===== config.mk =====
export PLATFORM = sky130hd
export DESIGN_NAME = mem_access_ctrl
export DESIGN_NICKNAME = d
export VERILOG_FILES = /design/src/rtl/mem_access_ctrl.sv
export SDC_FILE = /design/constraint.sdc
export NUM_CORES = 1
export LEC_CHECK = 0
export BUFFER_PORTS_ARGS = -buffer_cell sky130_fd_sc_hd__buf_2
export CORE_UTILIZATION = 30
export DETAILED_ROUTE_END_ITERATION = 12
export SLEW_MARGIN = 20
export SYNTH_ARGS = -nofsm -noshare
export SYNTH_HDL_FRONTEND = slang
export SYNTH_SLANG_ARGS = --single-unit

===== constraint.sdc =====
create_clock -name clk -period 19.6 [get_ports clk]
set_clock_uncertainty 0.1 [all_clocks]
set_input_delay 5.88 -clock clk [delete_from_list [all_inputs] [get_ports clk]]
set_output_delay 5.88 -clock clk [all_outputs]
set_load 0.05 [all_outputs]

===== src/rtl/mem_access_ctrl.sv =====
// mem_access_ctrl: single-access load/store controller with base+/-operand addressing and req/ack handshake.
// Optional alignment check enabled by defining MEM_ALIGN_CHECK_EN.
module mem_access_ctrl #(
   parameter int DATA_W = 64
) (
   input  logic              clk,
   input  logic              rst,
   input  logic              start,
   input  logic              op_store,
   input  logic              op_mem,
   input  logic              add_sub,
   input  logic [DATA_W-1:0] dinA,
   input  logic [DATA_W-1:0] dinB,
   input  logic [DATA_W-1:0] offset,
   input  logic [DATA_W-1:0] store_data,
   output logic              mem_req,
   output logic              mem_we,
   output logic [DATA_W-1:0] mem_addr,
   output logic [DATA_W-1:0] mem_wdata,
   input  logic              mem_ack,
   input  logic [DATA_W-1:0] mem_rdata,
   output logic              busy,
   output logic              done,
   output logic              err,
   output logic [DATA_W-1:0] load_data
);
   typedef enum logic [1:0] {IDLE, ADDR, REQ, DONE} state_t;
   state_t state_q, state_d;
   logic st_q, om_q, as_q, req_q, ack, mis;
   logic [DATA_W-1:0] a_q, b_q, off_q, sd_q, addr_q, wdata_q, ld_q, opnd, sum;
   assign opnd = om_q ? off_q : b_q;
   assign sum  = as_q ? a_q - opnd : a_q + opnd;
   // mem_req is registered, so the first REQ cycle is an address setup cycle
   assign ack  = (state_q == REQ) && req_q && mem_ack;
`ifdef MEM_ALIGN_CHECK_EN
   logic err_q;
   assign mis = |sum[2:0];
   assign err = err_q;
   always_ff @(posedge clk)
      if (rst)
         err_q <= 1'b0;
      else if (state_q == IDLE && start)
         err_q <= 1'b0;
      else if (state_q == ADDR)
         err_q <= mis;
`else
   assign mis = 1'b0;
   assign err = 1'b0;
`endif
   always_comb begin
      state_d = state_q;
      case (state_q)
         IDLE:    state_d = start ? ADDR : IDLE;
         ADDR:    state_d = mis ? DONE : REQ;
         REQ:     state_d = ack ? DONE : REQ;
         default: state_d = IDLE;
      endcase
   end
   always_ff @(posedge clk) begin
      if (rst) begin
         state_q <= IDLE;
         {st_q, om_q, as_q, req_q} <= '0;
         {a_q, b_q, off_q, sd_q} <= '0;
         {addr_q, wdata_q, ld_q} <= '0;
      end else begin
         state_q <= state_d;
         req_q   <= (state_q == REQ) && !ack;
         if (state_q == IDLE && start) begin
            {st_q, om_q, as_q} <= {op_store, op_mem, add_sub};
            {a_q, b_q, off_q, sd_q} <= {dinA, dinB, offset, store_data};
         end
         if (state_q == ADDR) begin
            addr_q  <= sum;
            wdata_q <= sd_q;
         end
         if (ack && !st_q)
            ld_q <= mem_rdata;
      end
   end
   assign mem_req   = req_q;
   assign mem_we    = req_q & st_q;
   assign mem_addr  = addr_q;
   assign mem_wdata = wdata_q;
   assign load_data = ld_q;
   assign busy      = state_q != IDLE;
   assign done      = state_q == DONE;
endmodule


== After elaboration in Yosys (flattened, before gate mapping) ==
Index checks and enable logic that the tools add are counted.

* Bits in registers: 454
* Input bits: 327
* Word-level logic and storage cells: 32

* $add $sub $neg: 2
* Equality and inequality tests: 3
* Multiplexer cells: 5
* Bitwise logic cells: 1
* Reductions and logical operators: 9

{| class="wikitable"
|+ Operators by type and width
! operator !! number
|-
| 2-to-1 mux 64 bit || 2
|-
| adder 64 bit || 1
|-
| subtractor 64 bit || 1
|-
| case mux 2 bit (3 select lines) || 1
|-
| logical AND 1 bit || 5
|-
| == test 2 bit (second input constant) || 2
|-
| == test 2 x 1 -> 1 bit (second input constant) || 1
|-
| logical NOT 1 bit || 2
|-
| logical NOT 2 bit || 1
|-
| 2-to-1 mux 1 bit || 2
|-
| nonzero test 2 bit || 1
|-
| AND 1 bit || 1
|}

== Depth between registers and ports, before layout ==
* Depth after elaboration: 5
* Gate-level depth with buffers: 33
* Gate-level depth less buffers: 22

== Worst setup path before layout ==
Ideal clock, no wire load.

* Path type: input-to-reg
* From: input rst
* To: register addr_q[10], in the netlist mem_addr[10]
* Setup time: 0.128 ns
* Data arrival time: 7.003 ns
* Required time: 19.372 ns
* Slack: 12.369 ns
* Cell stages on the path: 5
* Cell sequence: clkbuf_1 clkbuf_1 clkbuf_1 buf_1 nor2_1

{| class="wikitable"
|+ RTL lines
! what !! RTL line !! source
|-
| from (decl) || 7 || <nowiki>input logic rst,</nowiki>
|-
| to (signal assigned) || 73 || <nowiki>addr_q <= sum;</nowiki>
|-
| to (decl) || 30 || <nowiki>logic [DATA_W-1:0] a_q, b_q, off_q, sd_q, addr_q, wdata_q, ld_q, opnd, sum;</nowiki>
|}

No word-level cell between the ends.

== Worst setup path in the final report ==
* From: input start
* To: register off_q[26]

* Word-level cells in the longest chain between the ends: 1

{| class="wikitable"
|+ Ends and longest elaborated chain
! what !! RTL line !! source
|-
| from (decl) || 8 || <nowiki>input logic start,</nowiki>
|-
| logical AND 1 bit || 68 || <nowiki>if (state_q == IDLE && start) begin</nowiki>
|-
| to (signal assigned) || 70 || <nowiki>{a_q, b_q, off_q, sd_q} <= {dinA, dinB, offset, store_data};</nowiki>
|-
| to (decl) || 30 ||
|}

Every way passes these cells.
A chain may end at the register's enable or synchronous reset.

==> metrics.csv <==
metric,value,unit
Post-synth EDFFs,0,
Final Hold Viols,0,
smallest hold slack,350,ps
outcome,finished clean,
std cell rows,98,
drt first pass iters,5,
Post-CTS Hold Buffers,0,
layout cells sized above 1,20.4,%
most frequent cells in the layout,"723 x nand2_1, 521 x buf_2, 452 x dfxtp_1",
Synth Cell Area,0.0218,mm²
initial antenna violation count,37,
mux cell area share after synthesis,6.90,%
total CTS buffers,53,
Cell variety after synth,82,
Mapped Nets,3165,
share of the synthesized area in the top cell type,41.6,%
register area share after synthesis,41.6,%
XOR/XNOR share of the synthesized area,4.69,%
Detailed Place HPWL,56600,µm
fin worst setup slack,10980,ps
root buffer cell,clkbuf_16,
critical path class,in -> reg,
H-tree depth,2,
core area,0.0717,mm²
setup_tns,0,ps
Hold Path Class,reg -> reg,
Yosys reg bits,454,
Mean Syn Cell Area,7.89,µm²
Chip Width,272,µm
detailed-route via count,20500,
CTS tree,built,
unrepaired setup endpoints after global routing,no,
compound-cell area share of the yosys netlist,17.8,%
adder-cell share of the synthesized area,3.99,%
post-route DRC violation count,0,
number of routed nets with antenna violations,0,
final setup fails,0,
global-route wire length before repair,114000,µm
Port Buffers,522,
synth top area cells,"dfxtp_1 42%, nand2_1 12%, a21oi_1 9.8%",
Rel. slew slack,23.1,%
fin crit period,8620,ps
pin count of the biggest net entering global routing,214,
initial DRC count,1381,
die area,0.0739,mm²
Max Freq,116,MHz
GR Overflow Total,0,
number of max-cap violations,0,
fin nets,3574,
clock-pin slew on the worst setup and hold paths,60,ps
Setup WS pre-CTS,10320,ps
Worst Setup End Kind,register,
Max VDD drop,62.5,µV
worst slew pin tran,1150,ps
startpoint types,input pin,
Routability Congestion,0.904,
Starting Density,30.4,%
YS warnings,0,
simple-gate share of the synthesized area,20.9,%
Clock Path Buffers,3,
Avg WL per Cell,18.2,µm
"commonest non-fill, non-tap cell in the layout",nand2_1,
PD cells,99.5,mW/mm²
clock sink count,454,
area delta synth->final,23.3,%
vias per cell,4.90,
total power,2680,µW
number of global-route vias before repair,19200,
Tcrit/Tclk final,44.0,%
LEAKAGE,0.0112,µW
post-CTS setup repair buffer count,0,
Syn Inst Count,2769,
I/O Pins,524,
Critical Path RT,20020,ps
Clock Latency Late Sink,620,ps
max-slew violation count,0,
Synth async-reset ratio,0,%
largest family of logic cells by synthesized area,simple AND/OR/NAND/NOR gates,
Die Ht,272,µm
Resize count post-CTS,0,
"Top FF cell, synth",dfxtp_1,
final wirelength,76200,µm
post-synth top area cell,dfxtp_1,
total track usage,19.9,%
Crit Path Max Fanout,90,
CP Data Arrival Time,9030,ps
## state kept, by name (all words and copies together) (netlist names)
register,cells
a_q,64
b_q,64
load_data,64
mem_addr,64
mem_wdata,64
off_q,64
sd_q,64
state_q,2
as_q,1
mem_req,1
om_q,1
st_q,1
## metrics by stage
step	instances	cell area [µm²]	utilization, %
floorplan	2769	21800	-
finish	4185	26900	37.5
global placement	4073	25100	34.9
global route	4178	26900	37.5
detailed placement	4073	25100	34.9
CTS	4168	26900	37.5
## layer usage
metal	track usage [%]	share of wire, %
met5	0	0.29
met4	7.64	3.5
met3	5.52	7.9
met2	31.3	45
met1	25.6	43
## final cells by class
class	instances	area [µm²]
Sequential cell	454	9090
Antenna cell	17	42.5
Tap cell	950	1190
Timing Repair Buffer	540	2770
Clock inverter	20	300
Clock buffer	75	1520
Fill cell	7573	44800
Multi-Input combinational cell	2096	11900
Inverter	33	124
## cell families after synthesis
| group | after synthesis |
|---|---|
| DFF | 454 |
| buffers and inverters | 219 |
| other | 1 |
| AOI/OAI and AO/OA | 670 |
| muxes | 150 |
| and+or+nand+nor | 1089 |
| xor gates and xnor gates | 117 |
| adders and majority gates | 69 |
## path summary, 6_finish.rpt
check                 from       endpoint  slack (ps)  cells past startpoint
max reg2reg           om_q   mem_addr[63]       12130                     20
max                  start      off_q[26]       10980                      7
min reg2reg  load_data[19]  load_data[19]         350                      2
min          load_data[19]  load_data[19]         350                      2
## Yosys cell counts (3+ instances only)
master / n
nand2_1: 724
dfxtp_1: 454
a21oi_1: 427
nor2_1: 202
clkbuf_1: 154
mux2i_1: 146
xor2_1: 69
ha_1: 68
o21ai_0: 68
xnor2_1: 48
inv_1: 33
a21o_1: 31
nand2b_1: 28
nor3_1: 25
a31oi_1: 24
o32ai_1: 20
nand3_1: 17
nand4_1: 17
buf_1: 15
o31ai_1: 13
and2_1: 12
and3_1: 12
o21a_1: 11
a211oi_1: 9
o21bai_1: 9
buf_2: 8
nor3b_1: 8
o32a_1: 8
buf_4: 6
nor2b_1: 6
nor4_1: 5
a2111oi_0: 4
a221oi_1: 4
mux2_2: 4
nand3b_1: 4
o22ai_1: 4
o311ai_0: 4
or2b_1: 4
a31o_2: 3
and4_1: 3
o2111ai_1: 3
o31a_1: 3
o41ai_1: 3
## critical path, cell delays in order
cell and delay (ps):
buf_2 120, nand2_4 330, buf_4 630, buf_4 760, buf_4 870, nand2_1 130, a21oi_1 170
## power by group
part	leakage, µW	total, µW	internal, µW	switching, µW
combinational	0.00660	625	218	407
sequential	0.00370	1030	980	46.9
clock	0.000885	1030	609	419
Note: power is estimated with default switching activity, not from simulation.
